===== config.mk =====
export PLATFORM = sky130hd
export DESIGN_NAME = hamming_secded_dec_pipe
export DESIGN_NICKNAME = d
export VERILOG_FILES = /design/src/rtl/hamming_pkg.sv /design/src/rtl/hamming_secded_syndrome.sv /design/src/rtl/hamming_secded_dec_pipe.sv
export SDC_FILE = /design/constraint.sdc
export NUM_CORES = 1
export LEC_CHECK = 0
export ABC_AREA = 1
export BUFFER_PORTS_ARGS = -buffer_cell sky130_fd_sc_hd__buf_2
export CELL_PAD_IN_SITES_DETAIL_PLACEMENT = 1
export CELL_PAD_IN_SITES_GLOBAL_PLACEMENT = 2
export CORE_MARGIN = 2
export CORE_UTILIZATION = 32
export DETAILED_ROUTE_END_ITERATION = 10
export GPL_ROUTABILITY_DRIVEN = 0
export PLACE_DENSITY_LB_ADDON = 0.1
export REMOVE_ABC_BUFFERS = 1
export SETUP_SLACK_MARGIN = 0.2
export SLEW_MARGIN = 20
export SYNTH_ARGS = -nofsm -noshare
export SYNTH_HDL_FRONTEND = slang
export SYNTH_SLANG_ARGS = --single-unit

===== constraint.sdc =====
create_clock -name clk -period 2.1 [get_ports clk]
set_clock_uncertainty 0.2 [all_clocks]
set_input_delay 0.105 -clock clk [delete_from_list [all_inputs] [get_ports clk]]
set_output_delay 0.105 -clock clk [all_outputs]
set_load 0.1 [all_outputs]

===== src/rtl/hamming_pkg.sv =====
// Shared definitions for the extended-Hamming (SEC-DED) code family:
// parity-width sizing, codeword position mapping and error classes.
package hamming_pkg;

  typedef enum logic [2:0] {
    ERR_NONE,
    ERR_SINGLE,
    ERR_PARITY,
    ERR_DOUBLE,
    ERR_UNCORR_RANGE
  } err_class_t;

  // Smallest r with 2^r >= k + r + 1; eight steps cover k up to 64.
  function automatic int unsigned calc_p_w(input int unsigned k);
    int unsigned r;
    r = 1;
    for (int unsigned i = 0; i < 8; i++) begin
      if ((32'd1 << r) < k + r + 1) r = r + 1;
    end
    return r;
  endfunction

  function automatic logic is_pow2(input int unsigned i);
    return (i != 0) && ((i & (i - 1)) == 0);
  endfunction

  // Hamming position (1-based) holding data bit j.
  function automatic int unsigned data_pos(input int unsigned j);
    int unsigned cnt;
    int unsigned pos;
    cnt = 0;
    pos = 0;
    for (int unsigned p = 1; p < 128; p++) begin
      if (!is_pow2(p)) begin
        if (cnt == j && pos == 0) pos = p;
        cnt++;
      end
    end
    return pos;
  endfunction

endpackage


===== src/rtl/hamming_secded_syndrome.sv =====
// Combinational syndrome/overall-parity generator for an extended-Hamming
// codeword; shared between the decoder and the encoder checker.
module hamming_secded_syndrome
  import hamming_pkg::*;
#(
  parameter int unsigned DATA_W = 4,
  parameter int unsigned P_W    = calc_p_w(DATA_W),
  parameter int unsigned CODE_W = DATA_W + P_W + 1
) (
  input  logic [CODE_W-1:0] i_codeword,
  output logic [P_W-1:0]    o_syndrome,
  output logic              o_parity
);

  always_comb begin
    o_syndrome = '0;
    for (int unsigned i = 1; i < CODE_W; i++) begin
      if (i_codeword[i-1]) o_syndrome = o_syndrome ^ P_W'(i);
    end
    o_parity = ^i_codeword;
  end

endmodule


===== src/rtl/hamming_secded_dec_pipe.sv =====
// Two-stage valid/ready SEC-DED decoder: stage 1 registers syndrome, overall
// parity and raw word; stage 2 classifies, corrects and feeds the counters.
module hamming_secded_dec_pipe
  import hamming_pkg::*;
#(
  parameter int unsigned DATA_W = 4,
  parameter int unsigned P_W    = calc_p_w(DATA_W),
  parameter int unsigned CODE_W = DATA_W + P_W + 1,
  parameter int unsigned CNT_W  = 16
) (
  input  logic              clk,
  input  logic              rst,
  input  logic              in_valid,
  output logic              in_ready,
  input  logic [CODE_W-1:0] in_codeword,
  output logic              out_valid,
  input  logic              out_ready,
  output logic [DATA_W-1:0] out_data,
  output logic [P_W-1:0]    out_syndrome,
  output logic              out_corrected,
  output logic              out_uncorrectable,
  input  logic              clr_cnt,
  output logic [CNT_W-1:0]  cnt_corr,
  output logic [CNT_W-1:0]  cnt_uncorr
);

  logic [P_W-1:0]    w_syn;
  logic              w_g;
  logic              w_s2_adv;
  logic              w_s1_adv;
  logic              w_out_fire;
  logic              w_hit;
  logic [CODE_W-1:0] w_fix;
  logic [DATA_W-1:0] w_data;
  err_class_t        w_cls;

  logic              r_s1_valid;
  logic [P_W-1:0]    r_s1_syn;
  logic              r_s1_g;
  logic [CODE_W-1:0] r_s1_cw;
  logic              r_s2_valid;
  logic [DATA_W-1:0] r_data;
  logic [P_W-1:0]    r_syn;
  logic              r_corr;
  logic              r_uncorr;
  logic [CNT_W-1:0]  r_cnt_corr;
  logic [CNT_W-1:0]  r_cnt_uncorr;

  hamming_secded_syndrome #(
    .DATA_W (DATA_W),
    .P_W    (P_W),
    .CODE_W (CODE_W)
  ) u_syndrome (
    .i_codeword (in_codeword),
    .o_syndrome (w_syn),
    .o_parity   (w_g)
  );

  assign w_s2_adv   = !r_s2_valid || out_ready;
  assign w_s1_adv   = !r_s1_valid || w_s2_adv;
  assign in_ready   = w_s1_adv && !rst;
  assign w_out_fire = r_s2_valid && out_ready;

  // A syndrome outside 1..CODE_W-1 matches no position, leaving w_hit low.
  always_comb begin
    w_hit = 1'b0;
    w_fix = r_s1_cw;
    for (int unsigned i = 1; i < CODE_W; i++) begin
      if (r_s1_g && r_s1_syn == P_W'(i)) begin
        w_hit      = 1'b1;
        w_fix[i-1] = ~w_fix[i-1];
      end
    end
    w_data = '0;
    for (int unsigned j = 0; j < DATA_W; j++) begin
      w_data[j] = w_fix[data_pos(j)-1];
    end
    w_cls = ERR_NONE;
    if (r_s1_g) begin
      if (r_s1_syn == '0) w_cls = ERR_PARITY;
      else if (w_hit)     w_cls = ERR_SINGLE;
      else                w_cls = ERR_UNCORR_RANGE;
    end else if (r_s1_syn != '0) begin
      w_cls = ERR_DOUBLE;
    end
  end

  always_ff @(posedge clk or posedge rst) begin
    if (rst) begin
      r_s1_valid <= 1'b0;
      r_s1_syn   <= '0;
      r_s1_g     <= 1'b0;
      r_s1_cw    <= '0;
    end else if (w_s1_adv) begin
      r_s1_valid <= in_valid;
      if (in_valid) begin
        r_s1_syn <= w_syn;
        r_s1_g   <= w_g;
        r_s1_cw  <= in_codeword;
      end
    end
  end

  always_ff @(posedge clk or posedge rst) begin
    if (rst) begin
      r_s2_valid <= 1'b0;
      r_data     <= '0;
      r_syn      <= '0;
      r_corr     <= 1'b0;
      r_uncorr   <= 1'b0;
    end else if (w_s2_adv) begin
      r_s2_valid <= r_s1_valid;
      if (r_s1_valid) begin
        r_data   <= w_data;
        r_syn    <= r_s1_syn;
        r_corr   <= (w_cls inside {ERR_SINGLE, ERR_PARITY});
        r_uncorr <= (w_cls inside {ERR_DOUBLE, ERR_UNCORR_RANGE});
      end
    end
  end

  always_ff @(posedge clk or posedge rst) begin
    if (rst) begin
      r_cnt_corr   <= '0;
      r_cnt_uncorr <= '0;
    end else if (clr_cnt) begin
      r_cnt_corr   <= '0;
      r_cnt_uncorr <= '0;
    end else if (w_out_fire) begin
      if (r_corr && !(&r_cnt_corr))     r_cnt_corr   <= r_cnt_corr + 1'b1;
      if (r_uncorr && !(&r_cnt_uncorr)) r_cnt_uncorr <= r_cnt_uncorr + 1'b1;
    end
  end

  assign out_valid         = r_s2_valid;
  assign out_data          = r_data;
  assign out_syndrome      = r_syn;
  assign out_corrected     = r_corr;
  assign out_uncorrectable = r_uncorr;
  assign cnt_corr          = r_cnt_corr;
  assign cnt_uncorr        = r_cnt_uncorr;

endmodule


==> results of run 1 <==
area by class of cell:
cell class	count	area, um^2
Sequential cell	51	1280
Multi-Input combinational cell	328	1680
Inverter	36	135
Timing Repair Buffer	84	513
Clock inverter	2	60.1
Fill cell	1263	5740
Tap cell	133	166
Clock buffer	6	72.6
flip-flops by register name, summed over array words and instances, names as in the netlist:
signal	cells
out_data	4
r_s1_syn	3
r_s1_valid	1
out_valid	1
out_corrected	1
r_s1_g	1
out_syndrome	3
r_s1_cw	4
cnt_corr	16
out_uncorrectable	1
cnt_uncorr	16
per-layer routing:
layer  share of wire, %  GRT usage [%]  vias to the layer above
met5                  0              0                        -
met4               0.99           3.64                        0
met3                2.5           2.31                        8
met2                 50           31.1                       45
met1                 47           24.0                     1474
li1                   -              -                     1531
stage by stage:
step / cells / worst slack, ns
3_5_place_dp: 619 / 0.0382
5_1_grt: 640 / 0.145
2_1_floorplan: 415 / -0.386
6_report: 640 / 0.281
4_1_cts: 639 / 0.236
3_3_place_gp: 619 / 0.0378
where the power goes:
part / internal, mW / switching [mW]
combinational: 0.228 / 0.935
sequential: 1.09 / 0.0780
clock: 0.477 / 0.355
path summary, 6_finish.rpt:
| kind | from | end | slack, ns | depth (start not counted) |
|---|---|---|---|---|
| hold / removal | in_codeword[1] | r_s1_syn[1] | 0.03 | 5 |
| min in group asynchronous | rst | cnt_uncorr[8] | 0.35 | 4 |
| setup / recovery | cnt_uncorr[0] | cnt_uncorr[4] | 0.28 | 10 |
| setup reg to reg | cnt_uncorr[0] | cnt_uncorr[4] | 0.28 | 10 |
| hold reg to reg | out_data[0] | out_data[0] | 0.29 | 2 |
| max in group asynchronous | rst | cnt_corr[5] | 0.88 | 4 |
layout by cell type (no fill, tap or decap):
cell	count
dlygate4sd3_1	8
xnor2_1	11
nor2_1	46
buf_4	21
inv_1	32
nand2_2	3
o2111ai_1	1
mux2_2	1
xor2_1	17
clkbuf_1	1
ha_4	1
o21ai_1	1
a21oi_4	1
clkbuf_8	5
ha_1	3
nand4_1	12
nor2_4	1
buf_2	55
dfrtp_1	51
nand2_4	3
a21oi_1	3
nor2_2	6
bufinv_16	2
o21bai_1	3
nand2_1	128
inv_2	4
or2_2	1
nand3_2	1
o21ai_0	13
nand3_1	55
nor3_1	8
a31oi_1	1
nand3b_1	8
timing repair:
item | 4_1_cts | 5_1_grt
hold endpoints to repair | 59 | 0
endpoints found under the setup margin | 30 | 16
setup buffers | 4 | 1
hold buffers | 8 | 0
resized for setup | 2 | 3
cells by family (layout without fill, tap and decap cells):
group                    count (synthesis)  in the layout  share of synthesized area [%]
AO/OA/AOI/OAI                           23             23                           4.18
flip-flops                              51             51                           40.6
multiplexers                             1              1                          0.358
XOR/XNOR                                28             28                           7.80
buffers and inverters                   49            128                           6.80
adder cells (fa/ha/maj)                  4              4                           1.59
AND/OR/NAND/NOR                        272            272                           38.7
worst min-delay path, cell delays in order:
cell     delay (ns)
buf_2          0.10
xnor2_1        0.08
nand2_1        0.06
nand3_1        0.08
o21ai_0        0.08
==> reports/qor.txt, run 1 <==
ANT cells = 0
Core Rows = 36
crit end category = flip-flop
Routed Wire Length = 9090 um
sequential cell area fraction in the yosys report = 40.6%
number of port buffers = 55
HPWL after detailed placement = 6650 um
Clock Pin Slew Worst Setup and Hold Paths = 0.11 ns
Power Total = 3.16 mW
setup tns final = 0 ns
P_leak = 1.95 nW
normalized max-slew margin = 53.4%
Finished Cell Area = 3900 um^2
Top FF cell, synth = dfrtp_1
Buf+Inv Stages, Crit Path = 1
fin crit share = 86.6%
WL per Instance = 14.2 um
Worst Path Max Fanout = 7
Die H = 103 um
share of post-route cells with drive strength above 1 = 20.7%
final-report max-slew violation count = 0
Total GRT Usage = 17.9%
Worst setup SP type = flip-flop
1st-iter DRT viols = 90
Final Hold Fails = 0
CTS HTree Levels = 2
most frequent cell after synthesis = nand2_1
top cells by count, synth = nand2_1 (128), nand3_1 (55), dfrtp_1 (51), nor2_1 (48), inv_1 (33)
vias = 3058
TritonCTS clock tree = yes
synthesized area per cell = 7.35 um^2
fin crit period = 1.82 ns
Synth top area share = 40.6%
Clock Tree Buf Depth = 2
Worst-Skew Late Latency = 0.31 ns
CP delay by family, top = simple AND/OR/NAND/NOR gates
area growth from synthesis to layout = 24.1%
largest net degree at the start of global routing = 52
antenna-violating nets left = 0
#FFs+latches synth = 51
IO Pins = 56
GR Overflow Total = 0
Hold Path Class = primary input to flip-flop
worst-margin pin slew = 0.699 ns
clock sinks = 51
final core occ = 40.5%
Pre-antenna DRT Iters = 4
Core Area = 9640 um^2
Setup-failing EPs final = 0
Yosys top cell by area = dfrtp_1
Arrival @ worst endpoint = 1.88 ns
Root Buffer = clkbuf_8
Max VDD drop = 0.000520 V
most frequent CP cell = nand2_1
Cell Pwr Density = 810 nW/um^2
Hold Slack = 0.0350 ns
post-placement cell area = 3630 um^2
Post-synth ARST share = 100%
Worst EP required = 2.16 ns
global-route wire length before repair = 14900 um
Cell Chain, Critical Path = ha_4 -> nand2_1 -> nor2_2 -> nand2_2 -> nor2_2 -> nand2_1 -> nand2_4 -> buf_4 -> nand3_1 -> nand2_1
Die Footprint = 10600 um^2
number of synthesized flops with an enable pin = 0
Peak Freq = 0.550 GHz
Worst path max stage delay = 0.42 ns
slowest CP cell = dfrtp_1
RSZ-0062 raised after global routing = true
vias in the first global route = 3017
DRC errors left = 0
die width = 103 um
outcome = complete, no violations
antenna violations before repair = 0
total CTS buffers = 5
final-stage net count = 523
mapped cell area = 3140 um^2
max_cap viols = 0
critical path type = flip-flop to flip-flop
Starting Density = 32.6%
Post-Synthesis Cells = 428
number of distinct library cells after synthesis = 31
largest cells by area after synthesis = dfrtp_1 (41%), nand2_1 (15%), nand3_1 (8.8%)
Synth Warn # = 0
vias per cell = 4.78
(Power assumes the default switching activity.)
==> run 2: changes to the inputs <==
--- a/config.mk
+++ b/config.mk
@@ -9,6 +9,7 @@
 export BUFFER_PORTS_ARGS = -buffer_cell sky130_fd_sc_hd__buf_2
 export CELL_PAD_IN_SITES_DETAIL_PLACEMENT = 1
 export CELL_PAD_IN_SITES_GLOBAL_PLACEMENT = 2
+export CORE_ASPECT_RATIO = 0.8
 export CORE_MARGIN = 2
 export CORE_UTILIZATION = 32
 export DETAILED_ROUTE_END_ITERATION = 10
==> run 2 against run 1 <==
Compared with the run above: count of clock-buffer cells in the layout decreased by 1; wire length increased by 0.54%; largest power group unchanged; critical endpoint is now cnt_uncorr[1]; non-clock buffer count shrank 8; die area barely moved; flip-flop and latch count stayed put; hold slack worse by 0.020 ns; utilization about the same.
==> reports/qor.txt, run 2 (synthesis gave the netlist of run 1 again) <==
outcome = complete, no violations (unchanged)
WL per Instance = 14.8 um (was 14.2 um)
RR Startpoint = cnt_uncorr[1] (was cnt_uncorr[0])
Clock Tree Buf Depth = 2 (unchanged)
global-route wire length before repair = 15000 um (was 14900 um)
crit end category = flip-flop (unchanged)
vias = 3036 (was 3058)
Pre-antenna DRT Iters = 4 (unchanged)
Worst setup SP type = flip-flop (unchanged)
reg-to-reg endpoint = cnt_uncorr[1] (was cnt_uncorr[4])
Total GRT Usage = 17.9% (about the same)
P_leak = 1.91 nW (was 1.95 nW)
final-stage net count = 515 (was 523)
Worst Path Max Fanout = 7 (unchanged)
Core Area = 9610 um^2 (was 9640 um^2)
fillers = 1235 (was 1263)
fin crit period = 1.79 ns (was 1.82 ns)
Hold EP = cnt_uncorr[10] (was r_s1_syn[1])
Setup-failing EPs final = 0 (unchanged)
Starting Density = 32.7% (was 32.6%)
IO Pins = 56 (unchanged)
Cell Pwr Density = 825 nW/um^2 (was 810 nW/um^2)
area growth from synthesis to layout = 23.7% (was 24.1%)
share of post-route cells with drive strength above 1 = 21.0% (was 20.7%)
TritonCTS clock tree = yes (unchanged)
DRC errors left = 0 (unchanged)
max_cap viols = 0 (unchanged)
CTS HTree Levels = 2 (unchanged)
Final Hold Fails = 0 (unchanged)
Worst-Skew Late Latency = 0.31 ns (about the same)
Core Rows = 32 (was 36)
worst-margin pin slew = 0.707 ns (was 0.699 ns)
number of port buffers = 55 (unchanged)
Reg area = 1280 um^2 (about the same)
multi-input logic area = 1700 um^2 (was 1680 um^2)
die width = 115 um (was 103 um)
HPWL after detailed placement = 6450 um (was 6650 um)
post-placement cell area = 3540 um^2 (was 3630 um^2)
clock sinks = 51 (unchanged)
Peak Freq = 0.557 GHz (was 0.550 GHz)
vias in the first global route = 2919 (was 3017)
largest net degree at the start of global routing = 52 (unchanged)
Max VDD drop = 0.000498 V (was 0.000520 V)
Root Buffer = clkbuf_16 (was clkbuf_8)
final-report max-slew violation count = 0 (unchanged)
Power Total = 3.21 mW (was 3.16 mW)
R2R Setup Slk = 0.31 ns (was 0.28 ns)
commonest non-fill, non-tap cell in the layout = nand2_1 (unchanged)
Routed Wire Length = 9140 um (was 9090 um)
normalized max-slew margin = 52.9% (was 53.4%)
GR Overflow Total = 0 (unchanged)
Die Footprint = 10600 um^2 (about the same)
hold path startpoint = clr_cnt (was in_codeword[1])
Worst Hold Path Cells = 4 (was 5)
Clock Pin Slew Worst Setup and Hold Paths = 0.07 ns (was 0.11 ns)
total CTS buffers = 5 (unchanged)
setup tns final = 0 ns (unchanged)
ANT cells = 0 (unchanged)
Die H = 92.7 um (was 103 um)
antenna-violating nets left = 0 (unchanged)
fin crit share = 85.4% (was 86.6%)
Placement Setup Slack = 0.0742 ns (was 0.0382 ns)
Hold Path Class = primary input to flip-flop (unchanged)
vias per cell = 4.91 (was 4.78)
R2R depth = 10 (unchanged)
Arrival @ worst endpoint = 1.81 ns (was 1.88 ns)
Finished Cell Area = 3890 um^2 (was 3900 um^2)
1st-iter DRT viols = 136 (was 90)
antenna violations before repair = 0 (unchanged)
RSZ-0062 raised after global routing = false (was true)
Worst EP required = 2.12 ns (was 2.16 ns)
commonest cells after routing, fill and taps aside = nand2_1 (127), nand3_1 (55), buf_2 (55), dfrtp_1 (48), nor2_1 (45) (was nand2_1 (128), nand3_1 (55), buf_2 (55), dfrtp_1 (51), nor2_1 (46))
critical path type = flip-flop to flip-flop (unchanged)
Setup WS post-layout = 0.306 ns (was 0.281 ns)
==> run 2: changes by cell type in the layout (fill, tap and decap cells not counted), sizes merged <==
cell / previous run / this run
clkinvlp: 0 / 1
buf: 76 / 68
clkbuf: 6 / 5
bufinv: 2 / 0
inv: 36 / 38
==> run 2: metrics by stage <==
stage | utilization [%] | std cells | hold WS [ns]
2_1_floorplan | - | 415 | 0.0146
6_report | 40.5 | 618 | 0.0152
5_1_grt | 40.5 | 618 | 0.0427
3_5_place_dp | 36.8 | 594 | 0.163
4_1_cts | 39.8 | 614 | 0.0218
3_3_place_gp | 36.8 | 594 | 0.158
==> run 2: metal layers <==
metal | up-vias | track usage, % | share of wire [%]
met5 | - | 0 | 0
met2 | 48 | 27.1 | 44
met4 | 0 | 4.22 | 1.0
li1 | 1518 | - | -
met3 | 8 | 3.08 | 3.4
met1 | 1462 | 26.7 | 51
==> run 2: how the worst max path moves through the flow <==
stage	startpoint	end	slack, ns	cells past startpoint
floorplan	cnt_uncorr[0]	cnt_uncorr[10]	-0.39	10
global placement	cnt_uncorr[1]	cnt_uncorr[8]	0.20	10
detailed placement	cnt_uncorr[1]	cnt_uncorr[11]	0.07	10
CTS	cnt_uncorr[1]	cnt_uncorr[11]	0.22	10
global route	cnt_uncorr[1]	cnt_uncorr[1]	0.18	10
finish	cnt_uncorr[1]	cnt_uncorr[1]	0.31	10
==> run 2: critical path, stage by stage (launching register included) <==
cell     delay, ns
dfrtp_2       0.42
ha_4          0.17
nand2_1       0.07
nor2_2        0.14
nand2_2       0.09
nor2_4        0.10
nand2_2       0.07
nand2_4       0.17
buf_12        0.14
nand3_1       0.05
o21ai_1       0.10
==> run 2: repair_timing <==
item	in CTS	in global routing
hold buffers	8	0
gates resized for setup	3	11
setup buffers	4	4
hold endpoints to repair	58	0
endpoints found under the setup margin	15	30
pin swaps	1	4
==> run 2: layout make-up <==
type	count	area share, %
clock buffer	5	3.22
multi-input combinational	328	43.6
sequential	51	32.9
tap	119	3.83
clock inverter	3	0.643
timing repair buffer	76	12.3
inverter	36	3.47
==> run 2: power by group <==
group          internal (mW)  switching [mW]
clock network          0.452           0.413
registers               1.09          0.0834
logic                  0.238           0.932
